==> src/rtl/cache_debug_sequencer.sv <==
`default_nettype none
// ============================================================================
// cache_debug_sequencer
//   Loads the Data/Inst caches through their debug ports, holds the core in
//   reset, runs it for a fixed cycle budget, then streams cache contents out.
//   Optional feature macro: DUMP_INST_EN (dump the Inst cache after the Data
//   cache).
//   Revision: 1.0
// ============================================================================
module cache_debug_sequencer #(
   parameter int WORDS      = 4096,
   parameter int RUN_CYCLES = 200000,
   parameter int RST_CYCLES = 5
) (
   input  logic        CPU_CLK,
   input  logic        CPU_RST_N,
   input  logic        start,
   input  logic        in_valid,
   output logic        in_ready,
   input  logic [31:0] in_data,
   input  logic        in_last,
   output logic        out_valid,
   input  logic        out_ready,
   output logic [31:0] out_data,
   output logic        out_last,
   output logic [31:0] dcache_a2,
   output logic [31:0] dcache_wd2,
   output logic [3:0]  dcache_we2,
   input  logic [31:0] dcache_rd2,
   output logic [31:0] icache_a2,
   output logic [31:0] icache_wd2,
   output logic [3:0]  icache_we2,
   input  logic [31:0] icache_rd2,
   output logic        cpu_rst,
   output logic        busy,
   output logic        done
);

`ifdef DUMP_INST_EN
   localparam logic DUMP_INST = 1'b1;
`else
   localparam logic DUMP_INST = 1'b0;
`endif

   localparam int CW    = $clog2(WORDS) + 1;
   localparam int RCMAX = (RUN_CYCLES > RST_CYCLES) ? RUN_CYCLES : RST_CYCLES;
   localparam int RCW   = $clog2(RCMAX) + 1;

   typedef enum logic [3:0] {
      S_IDLE      = 4'd0,
      S_LOAD_D    = 4'd1,
      S_LOAD_I    = 4'd2,
      S_RUN_RST   = 4'd3,
      S_RUN       = 4'd4,
      S_DUMP_ADDR = 4'd5,
      S_DUMP_WAIT = 4'd6,
      S_DUMP_OUT  = 4'd7,
      S_DONE      = 4'd8
   } state_t;

   state_t           state_q;
   logic [CW-1:0]    cnt_q;
   logic [CW-1:0]    cnt_d;
   logic [31:0]      addr_q;
   logic [31:0]      addr_d;
   logic [RCW-1:0]   run_cnt_q;
   logic [RCW-1:0]   run_cnt_d;
   logic             inst_q;
   logic             in_ready_q;
   logic             out_valid_q;
   logic [31:0]      out_data_q;
   logic             out_last_q;
   logic [31:0]      dcache_a2_q;
   logic [31:0]      dcache_wd2_q;
   logic [3:0]       dcache_we2_q;
   logic [31:0]      icache_a2_q;
   logic [31:0]      icache_wd2_q;
   logic [3:0]       icache_we2_q;
   logic             cpu_rst_q;
   logic             busy_q;
   logic             done_q;
   logic [1:0]       rst_sync_q;
   logic             rst_n;
   logic             load_end;
   logic             dump_end;
   logic             last_phase;

   // Reset asserts asynchronously but releases in step with CPU_CLK.
   always_ff @(posedge CPU_CLK or negedge CPU_RST_N) begin
      if (!CPU_RST_N) rst_sync_q <= 2'b00;
      else            rst_sync_q <= {rst_sync_q[0], 1'b1};
   end
   assign rst_n = rst_sync_q[1];

   assign cnt_d      = cnt_q + 1'b1;
   assign addr_d     = addr_q + 32'd4;
   assign run_cnt_d  = run_cnt_q + 1'b1;
   assign load_end   = in_last | (cnt_d == CW'(WORDS));
   assign dump_end   = (cnt_d == CW'(WORDS));
   assign last_phase = (inst_q == DUMP_INST);

   always_ff @(posedge CPU_CLK or negedge rst_n) begin
      if (!rst_n) begin
         state_q      <= S_IDLE;
         cnt_q        <= '0;
         addr_q       <= '0;
         run_cnt_q    <= '0;
         inst_q       <= 1'b0;
         in_ready_q   <= 1'b0;
         out_valid_q  <= 1'b0;
         out_data_q   <= '0;
         out_last_q   <= 1'b0;
         dcache_a2_q  <= '0;
         dcache_wd2_q <= '0;
         dcache_we2_q <= '0;
         icache_a2_q  <= '0;
         icache_wd2_q <= '0;
         icache_we2_q <= '0;
         cpu_rst_q    <= 1'b1;
         busy_q       <= 1'b0;
         done_q       <= 1'b0;
      end else begin
         // Byte enables are single-cycle pulses tied to an accepted word.
         dcache_we2_q <= '0;
         icache_we2_q <= '0;
         case (state_q)
            S_IDLE, S_DONE: begin
               if (state_q == S_DONE) begin
                  dcache_a2_q <= '0;
                  icache_a2_q <= '0;
               end
               if (start) begin
                  state_q    <= S_LOAD_D;
                  cnt_q      <= '0;
                  addr_q     <= '0;
                  inst_q     <= 1'b0;
                  in_ready_q <= 1'b1;
                  out_last_q <= 1'b0;
                  busy_q     <= 1'b1;
                  done_q     <= 1'b0;
               end
            end
            S_LOAD_D: begin
               if (in_valid) begin
                  dcache_a2_q  <= addr_q;
                  dcache_wd2_q <= in_data;
                  dcache_we2_q <= 4'b1111;
                  if (load_end) begin
                     state_q <= S_LOAD_I;
                     cnt_q   <= '0;
                     addr_q  <= '0;
                  end else begin
                     cnt_q   <= cnt_d;
                     addr_q  <= addr_d;
                  end
               end
            end
            S_LOAD_I: begin
               if (in_valid) begin
                  icache_a2_q  <= addr_q;
                  icache_wd2_q <= in_data;
                  icache_we2_q <= 4'b1111;
                  if (load_end) begin
                     state_q    <= S_RUN_RST;
                     in_ready_q <= 1'b0;
                     run_cnt_q  <= '0;
                     cnt_q      <= '0;
                     addr_q     <= '0;
                  end else begin
                     cnt_q      <= cnt_d;
                     addr_q     <= addr_d;
                  end
               end
            end
            S_RUN_RST: begin
               // The final load write has been presented; park both ports.
               dcache_a2_q  <= '0;
               dcache_wd2_q <= '0;
               icache_a2_q  <= '0;
               icache_wd2_q <= '0;
               if (run_cnt_q == RCW'(RST_CYCLES - 1)) begin
                  state_q   <= S_RUN;
                  run_cnt_q <= '0;
                  cpu_rst_q <= 1'b0;
               end else begin
                  run_cnt_q <= run_cnt_d;
               end
            end
            S_RUN: begin
               if (run_cnt_q == RCW'(RUN_CYCLES - 1)) begin
                  state_q     <= S_DUMP_ADDR;
                  run_cnt_q   <= '0;
                  cpu_rst_q   <= 1'b1;
                  cnt_q       <= '0;
                  addr_q      <= '0;
                  inst_q      <= 1'b0;
                  dcache_a2_q <= '0;
               end else begin
                  run_cnt_q <= run_cnt_d;
               end
            end
            S_DUMP_ADDR: begin
               state_q <= S_DUMP_WAIT;
            end
            S_DUMP_WAIT: begin
               state_q     <= S_DUMP_OUT;
               out_valid_q <= 1'b1;
               out_data_q  <= inst_q ? icache_rd2 : dcache_rd2;
               out_last_q  <= last_phase && (cnt_q == CW'(WORDS - 1));
            end
            S_DUMP_OUT: begin
               if (out_ready) begin
                  out_valid_q <= 1'b0;
                  out_last_q  <= 1'b0;
                  if (dump_end && last_phase) begin
                     state_q <= S_DONE;
                     busy_q  <= 1'b0;
                     done_q  <= 1'b1;
                  end else if (dump_end) begin
                     state_q     <= S_DUMP_ADDR;
                     inst_q      <= 1'b1;
                     cnt_q       <= '0;
                     addr_q      <= '0;
                     dcache_a2_q <= '0;
                     icache_a2_q <= '0;
                  end else begin
                     state_q <= S_DUMP_ADDR;
                     cnt_q   <= cnt_d;
                     addr_q  <= addr_d;
                     if (inst_q) icache_a2_q <= addr_d;
                     else        dcache_a2_q <= addr_d;
                  end
               end
            end
            default: begin
               state_q <= S_IDLE;
            end
         endcase
      end
   end

   assign in_ready   = in_ready_q;
   assign out_valid  = out_valid_q;
   assign out_data   = out_data_q;
   assign out_last   = out_last_q;
   assign dcache_a2  = dcache_a2_q;
   assign dcache_wd2 = dcache_wd2_q;
   assign dcache_we2 = dcache_we2_q;
   assign icache_a2  = icache_a2_q;
   assign icache_wd2 = icache_wd2_q;
   assign icache_we2 = icache_we2_q;
   assign cpu_rst    = cpu_rst_q;
   assign busy       = busy_q;
   assign done       = done_q;

endmodule
`default_nettype wire
==> config.mk <==
export PLATFORM = sky130hd
export DESIGN_NAME = cache_debug_sequencer
export DESIGN_NICKNAME = d
export VERILOG_FILES = /design/src/rtl/cache_debug_sequencer.sv
export SDC_FILE = /design/constraint.sdc
export NUM_CORES = 1
export LEC_CHECK = 0
export BUFFER_PORTS_ARGS = -buffer_cell sky130_fd_sc_hd__clkbuf_2
export CORE_MARGIN = 1.5
export CORE_UTILIZATION = 50
export CTS_CLUSTER_DIAMETER = 80
export CTS_CLUSTER_SIZE = 25
export DETAILED_ROUTE_END_ITERATION = 16
export PLACE_DENSITY = 0.83
export SYNTH_ARGS = -nofsm -noshare
export SYNTH_HDL_FRONTEND = slang
export SYNTH_SLANG_ARGS = --single-unit
export TNS_END_PERCENT = 20
==> constraint.sdc <==
create_clock -name CPU_CLK -period 10.34 [get_ports CPU_CLK]
set_clock_uncertainty 0.15 [all_clocks]
set_input_delay 1.551 -clock CPU_CLK [delete_from_list [all_inputs] [get_ports CPU_CLK]]
set_output_delay 1.551 -clock CPU_CLK [all_outputs]
set_load 0.02 [all_outputs]
Word-level counts from Yosys, hierarchy flattened --
Cells that the tools add are included.
Storage, ports and cells: input port bits 102, logic and storage cells 153, memory bits (read-only) 0, memories 0, bits in writable memories 0, bits in registers 245, bits in latches 0, output and inout port bits 174
Operators by class: magnitude comparators 0, reduce and logical (&&, ||, !) cells 30, multiply operators 0, shift operators 0, muxes and demuxes 72, bitwise gates (word level) 2, equality and inequality tests 27, div/mod/pow operators 0, $add $sub $neg 3
Operators with widths (count):
- $mux W32 | 19
- $pmux W32 S4 | 2
- $pmux W32 S5 | 1
- $pmux W32 S2 | 2
- $mux W13 | 7
- $mux W19 | 4
- $pmux W19 S3 | 1
- $pmux W13 S4 | 1
- $mux W4 | 12
- $add A32 B3 Y32 const B | 1
- $pmux W4 S8 | 1
- $ne A2 B2 Y1 const B | 12
- $add A19 B1 Y19 const B | 1
- $eq A19 B18 Y1 const B | 1
- $eq A19 B3 Y1 const B | 1
- $reduce_and A6 Y1 | 3
- $eq A4 B3 Y1 const B | 4
- $mux W1 | 15
- $add A13 B1 Y13 const B | 1
- $eq A13 B12 Y1 const B | 1
- $eq A13 B13 Y1 const B | 1
- $reduce_bool A2 Y1 | 6
- $pmux W1 S2 | 5
- $reduce_and A3 Y1 | 3
- other kinds (18) | 29

Longest topological paths before layout --
depth after elaboration 6, mapped depth 10, gate-level depth less buffers 7

Worst setup path after synthesis --
No wires, ideal clock.
path type input -> register, start point input in_valid, end point register addr_q[22], stages on the path 8, path buffers 2, setup slack 7143 ps, arrival time 2926 ps, data required time 10069 ps, setup time 121 ps, cell sequence nand2b_1 -> o21ai_0 -> o21a_1 -> o211a_1 -> clkbuf_1 -> clkbuf_1 -> o221ai_1 -> a22o_1
Between the ends: word-level cells in the longest chain between the ends 2
Ends and longest elaborated chain:
- from (decl) | line 18 | input logic in_valid,
- $ne A2 B1 Y1 (no line)
- $reduce_and A6 Y1 (no line)
- to (signal assigned) | line 154 | addr_q <= addr_d;
- to (signal assigned) | line 171 | addr_q <= addr_d;
- to (signal assigned) | line 229 | addr_q <= addr_d;
- to (decl) | line 64 | logic [31:0] addr_q;
No other way between the ends. A chain may end at the register's enable or synchronous reset.

Worst setup path in the final report --
start point register state_q[3], end point register addr_q[13]
Between the ends: word-level cells in the longest chain between the ends 4, elaborated cells between the ends (all ways) 16, classes of those cells 10 x eq/ne; 1 x mux; 5 x reduce/logical
Ends and longest elaborated chain:
- from (decl) | line 61 | state_t state_q;
- from (signal assigned) | line 104 | state_q <= S_IDLE;
- from (signal assigned) | line 133 | state_q <= S_LOAD_D;
- from (signal assigned) | line 149 | state_q <= S_LOAD_I;
- $eq A4 B2 Y1, or another cell as far along | line 126 | case (state_q)
- $reduce_or A2 Y1, on equally long branches
- $ne A2 B1 Y1 (no line), or another cell as far along
- $reduce_and A6 Y1 (no line)
Parallel ways exist; a longest one is shown, timed or not.

==> results.txt <==
Status - completed
RSZ-0062 raised after global routing - no
Rows - 58
CP bufs+invs - 2
Via density - 6.203
Slew margin rel. - 10.95%
Largest net degree at the start of global routing - 81
# fillers - 2182
Sw frac - 45.16%
Starting Density - 50.94%
Nets - 1730
Final GP Congestion - 0.8826
Worst setup startpoint - state_q[3]
Most common cell on crit path - buf_4
Grt total ovfl - 0
M1 GR Usage - 38.15%
Minimum clock period - 4.419 ns
Area grow syn2layout - 14.83%
Worst-path cell chain - nand4b_1 > buf_4 > nor2_1 > a21oi_1 > o211a_1 > buf_4 > and3_1 > a22o_1
Ys flop type - dfrtp_1
Number of global-route vias before repair - 11190
Chip width - 162.9 um
LEAKAGE - 6.691 nW
Reg clk slew, reported paths - 0.10 ns
Internal power - 1.963 mW
First-pass GRT wire length - 58.88 mm
Met3 Resource Use GR - 4.533%
Reg area - 0.005987 mm2
Root buffer cell - clkbuf_16
Final routed DRC violation total - 0
Ports - 276
Initial antenna violation count - 0
M2 GR Usage - 41.88%
Share of layout cells above drive strength 1 - 21.20%
Synth area leader - dfrtp_1
Layout Cells excl Fill - 1962
Most frequent cell after synthesis - nand2_1
R2R Setup Slk - 5.92 ns
Yosys reg bits - 239
Max Slew Vio Count - 0
Power per cell area - 243.8 mW/mm2
Startpoint Class - flip-flop
# clock sinks - 239
Max-cap violation count - 0
Die area - 0.02655 mm2
Total GRT Usage - 27.26%
Final antenna diode count - 0
Ys Warns - 0
Post_cts resized - 0
Commonest cells in the netlist - 266 x nand2_1, 238 x dfrtp_1, 106 x a21oi_1, 106 x nor2_1, 91 x nand3_1
CTS tree - built
Ys async rst share - 100.0%
DRT Pass-1 Iters - 6
CTS Hold Bufs - 0
Top post-synthesis cells by area - dfrtp_1 47%, nand2_1 7.8%, a21oi_1 4.1%, nand3_1 3.6%, mux2i_1 3.2%
Final Cycle Share - 42.73%
Worst-margin pin slew - 1.336 ns
Gate count after technology mapping - 1441
Reg power frac - 38.1%
Area share of the largest cell type after synthesis - 46.57%
# Post-CTS Setup Buffers - 0
Register area share after synthesis - 46.77%
Fmax - 0.2263 GHz
Crit path required time - 10.62 ns
H-tree depth - 1
Avg Synthesized Cell Area - 8.876 um2
Clock power frac - 16.7%
GRT busiest layer - met2
Comb pwr share - 45.3%
TritonCTS buffer count - 14
CP peak stage delay - 1.15 ns
Post-DP HPWL - 25.29 mm
Post-synthesis net count - 1547
Initial DRC count - 1566
DIE HEIGHT - 162.9 um
Post-route ant nets - 0
VDD IR max - 0.1929 mV
Final Hold Vio Count - 0
Inst Count DP - 1938
Distinct cells, synth - 80
Clk Latency, worst-skew pair - 0.49 ns
Critical R2R Launch - state_q[3]
DR WL/cell - 18.95 um
Multi-input gate area - 0.006216 mm2
Worst hold margin - 0.07765 ns
Slowest CP cell - and3_1
Psw - 1.617 mW
Number of synthesized flops with an enable pin - 0
Final setup fails - 0
Clk buf depth - 3
Kind of cell adding the most delay to the critical path - simple AND/OR/NAND/NOR gates
Setup TNS Final - 0 ns
Mapped Area - 0.01279 mm2
Hold WC Path Type - flip-flop to async pin
Crit path max fanout - 61
Port buffer count - 275
Vias - 12170
Routed Wire Length - 37.18 mm
Critical Path End Type - flip-flop
CP Class - flip-flop to flip-flop
Core area - 0.02511 mm2
CP Data Arrival Time - 4.70 ns
[placed cells by master, fill, tap and decap left out, drive strengths merged, types with 26 or more instances in the layout]
cell,instances
a21oi,106
a22o,31
clkbuf,296
dfrtp,238
inv,31
mux2i,41
nand2,267
nand3,91
nor2,106
nor3,26
o211ai,39
o21ai,41
o221ai,36
[area by class of cell]
| type | instances | share of cell area, % |
|---|---|---|
| Clock buffer | 21 | 2.709 |
| Clock inverter | 3 | 0.2300 |
| Inverter | 30 | 0.7667 |
| Multi-Input combinational cell | 1044 | 42.32 |
| Sequential cell | 239 | 40.76 |
| Tap cell | 330 | 2.811 |
| Timing Repair Buffer | 295 | 10.39 |
[per-stage QoR]
step / power [mW] / utilization [%] / cell area (um2) / worst slack (ns)
CTS: 3.573 / 58.49 / 14690 / 6.045
floorplan: 2.461 / - / 12790 / 3.038
global route: 3.791 / 58.49 / 14690 / 5.749
finish: 3.580 / 58.49 / 14690 / 5.921
detailed placement: 2.974 / 56.77 / 14250 / 6.014
global placement: 2.924 / 56.77 / 14250 / 6.108
[sequential cells by signal, indices dropped and copies added, names as in the netlist, 2 cells and up]
signal      cells
addr_q         32
icache_wd2     32
dcache_a2      32
run_cnt_q      19
state_q         4
icache_a2      32
out_data       32
dcache_wd2     32
cnt_q          13
rst_sync_q      2
[final timing paths]
check / to / depth (start not counted)
worst max-delay path: addr_q[13] / 8
worst min-delay path: icache_a2[16] / 0
worst max register to register: addr_q[13] / 8
worst min register to register: icache_a2[16] / 0
max in group asynchronous: addr_q[25] / 2
min in group CPU_CLK: rst_sync_q[1] / 0
[power by group through the flow]
stage	Combinational, mW	Sequential, mW	Clock (mW)
after floorplan	0.896	1.56	0
after global placement	1.56	1.36	0
after detailed placement	1.60	1.37	0
after CTS	1.61	1.36	0.610
after global routing	1.76	1.39	0.636
final	1.62	1.36	0.597
[cells by family after synthesis]
kind of cell	count (synthesis)	synth area share, %
and+or+nand+nor	599	21.38
AOI/OAI and AO/OA	371	20.52
DFF	239	46.77
buffers and inverters	158	5.204
muxes	63	5.175
xor gates and xnor gates	6	0.5283
adders and majority gates	4	0.3913
other	1	0.02932
[routing by layer]
layer	share of wire, %	up-vias
met1	41	5847
met2	46	645
met4	4.0	0
li1	-	5563
met3	8.3	116
met5	0	-
[worst reg2reg max path, stage by stage, from the launching register on]
cell and delay (ns):
dfrtp_1 0.80, nand4b_1 0.21, buf_4 0.59, nor2_1 0.16, a21oi_1 0.35, o211a_1 0.21
buf_4 0.42, and3_1 1.15, a22o_1 0.33
Note: power is estimated with default switching activity, not from simulation.
